### src/rtl/arith_pkg.sv
// Shared arithmetic-datapath types and helpers used by the multiplier and divider.
// Combinational helpers only; no state.
package arith_pkg;

    localparam int DIV_WIDTH = 8;

    typedef enum logic [1:0] {
        IDLE,
        CALC,
        FIXUP,
        DONE
    } div_state_t;

    // Conditional two's-complement negate; callers truncate to their own width.
    function automatic logic [63:0] neg_cond(input logic [63:0] x, input logic neg);
        return neg ? (~x + 64'd1) : x;
    endfunction

endpackage

### src/rtl/seq_signed_divider_if.sv
// Start/done handshake and operand/result bundle of the sequential signed divider.
// master drives the request side, slave is the divider.
interface seq_signed_divider_if #(parameter int WIDTH = arith_pkg::DIV_WIDTH);

    logic             start;
    logic [WIDTH-1:0] dividend;
    logic [WIDTH-1:0] divisor;
    logic             ready;
    logic             done;
    logic [WIDTH-1:0] quotient;
    logic [WIDTH-1:0] remainder;
    logic             ovf;
    logic             div_zero;

    modport master (
        output start, dividend, divisor,
        input  ready, done, quotient, remainder, ovf, div_zero
    );

    modport slave (
        input  start, dividend, divisor,
        output ready, done, quotient, remainder, ovf, div_zero
    );

endinterface

### src/rtl/div_substep.sv
// One restoring-division step: shift in a dividend bit, trial-subtract, restore on borrow.
// Purely combinational; no handshake.
module div_substep #(
    parameter int WIDTH = 8
) (
    input  logic [WIDTH:0]   rem_in,
    input  logic             bit_in,
    input  logic [WIDTH-1:0] dvsr,
    output logic [WIDTH:0]   rem_out,
    output logic             q_bit
);

    logic [WIDTH+1:0] shifted;
    logic [WIDTH+1:0] diff;

    // One extra bit above the shifted remainder makes the borrow a plain sign bit.
    assign shifted = {rem_in, bit_in};
    assign diff    = shifted - {2'b00, dvsr};
    assign q_bit   = ~diff[WIDTH+1];
    assign rem_out = q_bit ? diff[WIDTH:0] : shifted[WIDTH:0];

endmodule

### src/rtl/seq_signed_divider.sv
// Sequential truncating signed divider, one quotient bit per clock (DIV_ZERO_DETECT_EN adds zero-divisor shortcut).
// Latency: done in the cycle after WIDTH+2 edges counting the accepting edge (1 edge for a detected zero divisor).
// Backpressure: start is taken only while ready (IDLE/DONE); requests while busy are dropped.
module seq_signed_divider
    import arith_pkg::*;
#(
    parameter int WIDTH = DIV_WIDTH
) (
    input  logic                 clk,
    input  logic                 rst_n,
    seq_signed_divider_if.slave  bus
);

    localparam int CW = $clog2(WIDTH);
    localparam logic [WIDTH-1:0] MIN_VAL = {1'b1, {(WIDTH-1){1'b0}}};

    div_state_t       state;
    div_state_t       state_nxt;
    logic             ready;
    logic             done;

    logic [WIDTH-1:0] dvd_q;      // dividend magnitude shifts out the top, quotient bits enter the bottom
    logic [WIDTH-1:0] dvsr_mag;
    logic [WIDTH:0]   prem;
    logic [CW-1:0]    cnt;
    logic             sign_q;
    logic             sign_r;
    logic             ovf_case;

    logic [WIDTH-1:0] quotient_r;
    logic [WIDTH-1:0] remainder_r;
    logic             ovf_r;

    logic [WIDTH-1:0] dvd_abs;
    logic [WIDTH-1:0] dvsr_abs;
    logic [WIDTH:0]   prem_nxt;
    logic             q_bit;

`ifdef DIV_ZERO_DETECT_EN
    logic             dvsr_zero;
    logic             div_zero_r;
    assign dvsr_zero = (bus.divisor == '0);
`endif

    assign dvd_abs  = WIDTH'(neg_cond(64'(bus.dividend), bus.dividend[WIDTH-1]));
    assign dvsr_abs = WIDTH'(neg_cond(64'(bus.divisor), bus.divisor[WIDTH-1]));

    div_substep #(.WIDTH(WIDTH)) u_substep (
        .rem_in  (prem),
        .bit_in  (dvd_q[WIDTH-1]),
        .dvsr    (dvsr_mag),
        .rem_out (prem_nxt),
        .q_bit   (q_bit)
    );

    always_ff @(posedge clk) begin
        if (!rst_n) begin
            state <= IDLE;
        end else begin
            state <= state_nxt;
        end
    end

    always_comb begin
        state_nxt = state;
        ready     = 1'b0;
        done      = 1'b0;
        case (state)
            IDLE, DONE: begin
                ready = 1'b1;
                done  = (state == DONE);
                if (bus.start) begin
`ifdef DIV_ZERO_DETECT_EN
                    state_nxt = dvsr_zero ? DONE : CALC;
`else
                    state_nxt = CALC;
`endif
                end else begin
                    state_nxt = IDLE;
                end
            end
            CALC: begin
                if (cnt == CW'(WIDTH - 1)) begin
                    state_nxt = FIXUP;
                end
            end
            FIXUP:   state_nxt = DONE;
            default: state_nxt = IDLE;
        endcase
    end

    always_ff @(posedge clk) begin
        if (!rst_n) begin
            dvd_q       <= '0;
            dvsr_mag    <= '0;
            prem        <= '0;
            cnt         <= '0;
            sign_q      <= 1'b0;
            sign_r      <= 1'b0;
            ovf_case    <= 1'b0;
            quotient_r  <= '0;
            remainder_r <= '0;
            ovf_r       <= 1'b0;
`ifdef DIV_ZERO_DETECT_EN
            div_zero_r  <= 1'b0;
`endif
        end else begin
            case (state)
                IDLE, DONE: begin
                    if (bus.start) begin
`ifdef DIV_ZERO_DETECT_EN
                        if (dvsr_zero) begin
                            quotient_r  <= '1;
                            remainder_r <= bus.dividend;
                            ovf_r       <= 1'b0;
                            div_zero_r  <= 1'b1;
                        end else begin
`else
                        begin
`endif
                            dvd_q    <= dvd_abs;
                            dvsr_mag <= dvsr_abs;
                            sign_q   <= bus.dividend[WIDTH-1] ^ bus.divisor[WIDTH-1];
                            sign_r   <= bus.dividend[WIDTH-1];
                            ovf_case <= (bus.dividend == MIN_VAL) && (bus.divisor == '1);
                            prem     <= '0;
                            cnt      <= '0;
                        end
                    end
                end
                CALC: begin
                    prem  <= prem_nxt;
                    dvd_q <= {dvd_q[WIDTH-2:0], q_bit};
                    cnt   <= cnt + CW'(1);
                end
                FIXUP: begin
                    // MIN/-1 gives magnitude 2^(W-1), which already wraps to MIN with remainder 0.
                    quotient_r  <= WIDTH'(neg_cond(64'(dvd_q), sign_q));
                    remainder_r <= WIDTH'(neg_cond(64'(prem[WIDTH-1:0]), sign_r));
                    ovf_r       <= ovf_case;
`ifdef DIV_ZERO_DETECT_EN
                    div_zero_r  <= 1'b0;
`endif
                end
                default: ;
            endcase
        end
    end

    assign bus.ready     = ready;
    assign bus.done      = done;
    assign bus.quotient  = quotient_r;
    assign bus.remainder = remainder_r;
    assign bus.ovf       = ovf_r;
`ifdef DIV_ZERO_DETECT_EN
    assign bus.div_zero  = div_zero_r;
`else
    assign bus.div_zero  = 1'b0;
`endif

endmodule
### src/flat_wrapper.sv
// flat-port wrapper written by rule: the top's interface ports become plain ports
module seq_signed_divider_flat import arith_pkg::*;
#(
    parameter int WIDTH = DIV_WIDTH
)
  (clk, rst_n, bus_start, bus_dividend, bus_divisor, bus_ready, bus_done, bus_quotient, bus_remainder, bus_ovf, bus_div_zero);
  seq_signed_divider_if #(.WIDTH(WIDTH)) bus_i ();
  input  logic clk;
  input  logic rst_n;
  input wire logic [$bits(bus_i.start)-1:0] bus_start;
  input wire logic [$bits(bus_i.dividend)-1:0] bus_dividend;
  input wire logic [$bits(bus_i.divisor)-1:0] bus_divisor;
  output wire logic [$bits(bus_i.ready)-1:0] bus_ready;
  output wire logic [$bits(bus_i.done)-1:0] bus_done;
  output wire logic [$bits(bus_i.quotient)-1:0] bus_quotient;
  output wire logic [$bits(bus_i.remainder)-1:0] bus_remainder;
  output wire logic [$bits(bus_i.ovf)-1:0] bus_ovf;
  output wire logic [$bits(bus_i.div_zero)-1:0] bus_div_zero;
  assign bus_i.start = bus_start;
  assign bus_i.dividend = bus_dividend;
  assign bus_i.divisor = bus_divisor;
  assign bus_ready = bus_i.ready;
  assign bus_done = bus_i.done;
  assign bus_quotient = bus_i.quotient;
  assign bus_remainder = bus_i.remainder;
  assign bus_ovf = bus_i.ovf;
  assign bus_div_zero = bus_i.div_zero;
  seq_signed_divider #(.WIDTH(WIDTH)) u_core (.clk(clk), .rst_n(rst_n), .bus(bus_i));
endmodule
### config.mk
export PLATFORM = sky130hd
export DESIGN_NAME = seq_signed_divider_flat
export DESIGN_NICKNAME = d
export VERILOG_FILES = /design/src/rtl/arith_pkg.sv /design/src/rtl/seq_signed_divider_if.sv /design/src/rtl/div_substep.sv /design/src/rtl/seq_signed_divider.sv /design/src/flat_wrapper.sv
export SDC_FILE = /design/constraint.sdc
export NUM_CORES = 1
export LEC_CHECK = 0
export ABC_AREA = 1
export ABC_CLOCK_PERIOD_IN_PS = 3420
export CAP_MARGIN = 20
export CORE_ASPECT_RATIO = 1.1
export CORE_MARGIN = 2
export CORE_UTILIZATION = 50
export CTS_CLUSTER_SIZE = 16
export DETAILED_ROUTE_END_ITERATION = 8
export MAX_ROUTING_LAYER = met4
export PLACE_DENSITY = 0.79
export RECOVER_POWER = 50
export SYNTH_ARGS = -nofsm -noshare
export SYNTH_HDL_FRONTEND = slang
export SYNTH_HIERARCHICAL = 1
export SYNTH_SLANG_ARGS = --single-unit
### constraint.sdc
create_clock -name clk -period 3.42 [get_ports clk]
set_input_delay 0.684 -clock clk [delete_from_list [all_inputs] [get_ports clk]]
set_output_delay 0.684 -clock clk [all_outputs]
set_load 0.005 [all_outputs]
==> run summary <==
The fraction of synthesized cell area taken by the top area cell type came out at about 30%. In this design, the largest share of critical-path delay is due to buffers and inverters. Clock tree synthesis found a total of 50 sinks. The commonest cells after synthesis are 99 x sky130_fd_sc_hd__nand2_1, 71 x sky130_fd_sc_hd__nor2_1, 66 x sky130_fd_sc_hd__inv_1. The initial antenna violation count came out at 0.

The sum of net half-perimeters after detailed placement came out at 5.79 mm. The setup path with the least slack is of type reg2reg. The clock tree buffer depth is 2. The standard cell core area came out at 6480 um^2. The post-route clock period utilization came out at 75.9%. The worst register-to-register path begins at u_core/state[0]. The CTS clock-pin slew for the worst setup and hold paths came out at 100 ps. STA classifies the critical path endpoint as a register. The number of cells on the worst hold path is 2. The number of nets with antenna violations after detailed routing came out at 0. Setup repair after global routing left no endpoint under its margin. The synthesized area divided by synthesized cell count is 6.47 um^2. The power density over cell area is 1050 nW/um^2. The final setup skew is approximately 14 ps. The max-slew violation total from the final report is 0. The count of state elements after synthesis is 50. The clock buffer count from CTS is 5. The routed wire length came out at 7.68 mm. The xor/xnor share of the synthesized area is 1.86%. After detailed routing, the number of remaining DRC violations is 0. The master cell of the clock root buffer is sky130_fd_sc_hd__clkbuf_8.

Dividing the detail-routed wire length by the instance count gives approximately 12 um. The full die area came out at 7270 um^2. The total overflow left after global routing is 0.

The basic-gate share of the synthesized area counting and, or, nand and nor cells came out at 31.0%. The setup check on the worst reg-to-reg path leaves a slack of a little over 800 ps. The post-synthesis cell count came out at 510. The clock latency at the later pin of the worst-skew pair came out at slightly above 300 ps. The effective utilization at floorplan came out at 51.0%. The first-pass GRT wire length is 13.2 mm. The share of synthesized area spent on multiplexers is 0%. The core occupancy in the finished layout came out at 58.5%. The number of warnings reported in the yosys synthesis log came out at 6. Across all layers, the routed design uses 3,346 vias.

The final hold violation count came to 0. The quantity of hold-fixing buffers added after cts came out at 0. The CTS tree is done. The chip width came out at 81.5 um.

Final hold analysis gives a worst-case slack of 494 ps. The worst path in the final design needs a cycle of 2600 ps, including I/O delays and setup. Counting flops with an async set or reset pin after synthesis yields a share of 0%.

The area of all placed cells without fillers came out at 3790 um^2. The via count of the first global-routing pass came out at 3,101. The number of buffers and inverters on the critical path is 3. The number of placement rows came out at 31. The number of ports placed on the die boundary came out at 39.

The highest cell delay on the worst timing path is roughly 530 ps. The synthesized-area fraction occupied by ao, oa, aoi and oai cells is between 10% and 20%. The number of enable-type register cells in the synthesized netlist came out at 0. The number of H-tree levels came out at 2. The critical path goes through inv_1, ha_1, nand2_1, clkinvlp_2, a21oi_1, buf_4, a21oi_1, a211oi_1. The number of nets in the finished design came out at 578. The final total negative setup slack came out at 0 ps.

The count of maximum capacitance violations came out at 0. For this run, the leading register cell type out of synthesis is sky130_fd_sc_hd__dfxtp_1. Yosys attributes the largest share of cell area to sky130_fd_sc_hd__dfxtp_1 30%, sky130_fd_sc_hd__nand2_1 11%, sky130_fd_sc_hd__nor2_1 8.1%, sky130_fd_sc_hd__inv_1 7.5%, sky130_fd_sc_hd__a21oi_1 7.0%. The global placer's final weighted congestion is between 0.8 and 0.9. The cell with the largest stage delay on the worst path is sky130_fd_sc_hd__clkinvlp_2. The first-pass iteration count of the detailed router came out at 4.

Entering global routing, the biggest net connects 28 pins. Summing every instance area after synthesis gives ~3300 um^2. The die height is 89.2 um. The most used standard cell by instance count after synthesis is sky130_fd_sc_hd__nand2_1. The worst relative slew slack came out at 27.4%. Of the cells placed in the final design, the portion with a size suffix greater than 1 is 4.81%. In this run, the number of DRC markers left after iteration 0 of detailed routing was around 190. Timing would allow up to between 300 and 400 MHz.

The dominant combinational cell family by area after synthesis is simple AND/OR/NAND/NOR gates. VDD sags by at most 0.546 mV. The repair_antennas step left the layout with diodes totalling 0. The share of the Yosys chip area taken by registers is 30.3%. Counting stages on the worst path, the most repeated cell is sky130_fd_sc_hd__a21oi_1. Along the worst path, the maximum fanout reaches 21. The tightest min-delay check is of the reg2reg type. The synthesized netlist net count came out at approximately 550.

The hold path startpoint is u_core/bus.quotient[1]. For the worst setup path, the data arrival time is 2810 ps. The worst setup path is launched from a register.

The static leakage came out at ~1.9 nW. The post-cts sizing count came out at 0. The post-CTS setup repair buffer count is 0. The endpoint identified for the worst register-to-register timing path is u_core/prem[0]. The pin slew with the least headroom to its limit is 1090 ps. Setup violations remaining at the end of the flow were counted as 0. The data required time of the critical path came out at 3640 ps.

The post-detailed-placement cell area is roughly 3700 um^2. sky130_fd_sc_hd__dfxtp_1 takes more of the synthesized area than any other cell. The number of cells on the worst reg-to-reg path is 8. The run finished with clean final reports.

The total power draw came out at 0.00399 W. From synthesis to final layout, the design area changed by 14.7%. The worst hold path terminates at u_core/bus.quotient[1].

The vias per cell is 5.37. The number of distinct library cells after synthesis is 35. Across every metal layer, demand over resource in global routing totals 23.4%.

The number of port buffers came out at 37. After Yosys synthesis, full adders, half adders and majority gates account for 7.43% of the synthesized area.
## flip-flops by register name, indices dropped and copies added (netlist names)
register              cells
u_core/bus.ovf            1
u_core/bus.quotient       8
u_core/bus.remainder      8
u_core/cnt                3
u_core/dvd_q              8
u_core/dvsr_mag           8
u_core/ovf_case           1
u_core/prem               9
u_core/sign_q             1
u_core/sign_r             1
u_core/state              2
## logic make-up after synthesis
logic type,Yosys count
AND/OR/NAND/NOR,235
AO/OA/AOI/OAI,110
buffers and inverters,88
flip-flops,50
adder cells (fa/ha/maj),19
XOR/XNOR,7
other,1
## cell usage in the layout, fill, tap and decap left out, types with 2 or more instances in the layout
cell	n
sky130_fd_sc_hd__dlygate4sd3_1	7
sky130_fd_sc_hd__inv_2	2
sky130_fd_sc_hd__o21ai_0	40
sky130_fd_sc_hd__clkinv_4	2
sky130_fd_sc_hd__o21ai_1	8
sky130_fd_sc_hd__nand4_2	2
sky130_fd_sc_hd__inv_1	67
sky130_fd_sc_hd__ha_1	18
sky130_fd_sc_hd__nor2_1	71
sky130_fd_sc_hd__nand2_4	2
sky130_fd_sc_hd__a21o_1	2
sky130_fd_sc_hd__nor2_2	3
sky130_fd_sc_hd__nand3_2	2
sky130_fd_sc_hd__nand3_1	45
sky130_fd_sc_hd__xnor2_1	5
sky130_fd_sc_hd__a21oi_1	47
sky130_fd_sc_hd__a221oi_1	2
sky130_fd_sc_hd__nand4_1	3
sky130_fd_sc_hd__xor2_1	2
sky130_fd_sc_hd__clkbuf_1	2
sky130_fd_sc_hd__nand2_1	100
sky130_fd_sc_hd__dfxtp_1	50
sky130_fd_sc_hd__o211ai_1	6
sky130_fd_sc_hd__buf_4	2
sky130_fd_sc_hd__nor3_1	2
sky130_fd_sc_hd__clkdlybuf4s50_1	30
sky130_fd_sc_hd__or2_2	2
sky130_fd_sc_hd__nand3b_1	2
sky130_fd_sc_hd__clkbuf_8	6
sky130_fd_sc_hd__a211oi_1	2
## layout make-up
class                      count  area, um^2
fill                         627        2690
multi-input combinational    372        1930
sequential                    50        1000
timing repair buffer          41         393
inverter                      70         264
tap                           82         103
clock buffer                   6        82.6
clock inverter                 2        17.5
## how the worst max path moves through the flow
| stage | start | end | slack [ps] | cells past startpoint |
|---|---|---|---|---|
| floorplan | u_core/dvd_q[7] | u_core/prem[8] | 1630 | 13 |
| global placement | bus_start | u_core/dvd_q[5] | 1280 | 9 |
| detailed placement | bus_dividend[7] | u_core/ovf_case | 1240 | 7 |
| CTS | u_core/state[0] | bus_ready | 1080 | 3 |
| global route | u_core/state[0] | u_core/dvd_q[5] | 510 | 10 |
| finish | u_core/state[0] | u_core/prem[0] | 820 | 8 |
## worst min-delay path: stages (launching register included)
cell	delay, ps
sky130_fd_sc_hd__dfxtp_1	340
sky130_fd_sc_hd__o211ai_1	80
sky130_fd_sc_hd__inv_1	50
## report_power, final
part | internal, W | total (W) | switching [W]
clock | 0.000167 | 0.000370 | 0.000203
combinational | 0.00101 | 0.00254 | 0.00153
sequential | 0.000830 | 0.00108 | 0.000247
total | 0.00201 | 0.00399 | 0.00198
## layer usage
| layer | wire length [um] | vias to the layer above | global-route usage (%) |
|---|---|---|---|
| met3 | 310 | 18 | 3.03 |
| met2 | 3690 | 105 | 41.1 |
| met1 | 3480 | 1509 | 27.6 |
| met4 | 197 | 0 | 7.86 |
| met5 | 0 | - | - |
| li1 | - | 1714 | - |
## through the flow
stage	worst slack (ps)	instances
after global routing	514	623
after global placement	1280	615
after CTS	1080	623
after floorplan	1630	510
final	824	623
after detailed placement	1240	615
(Power assumes the default switching activity.)
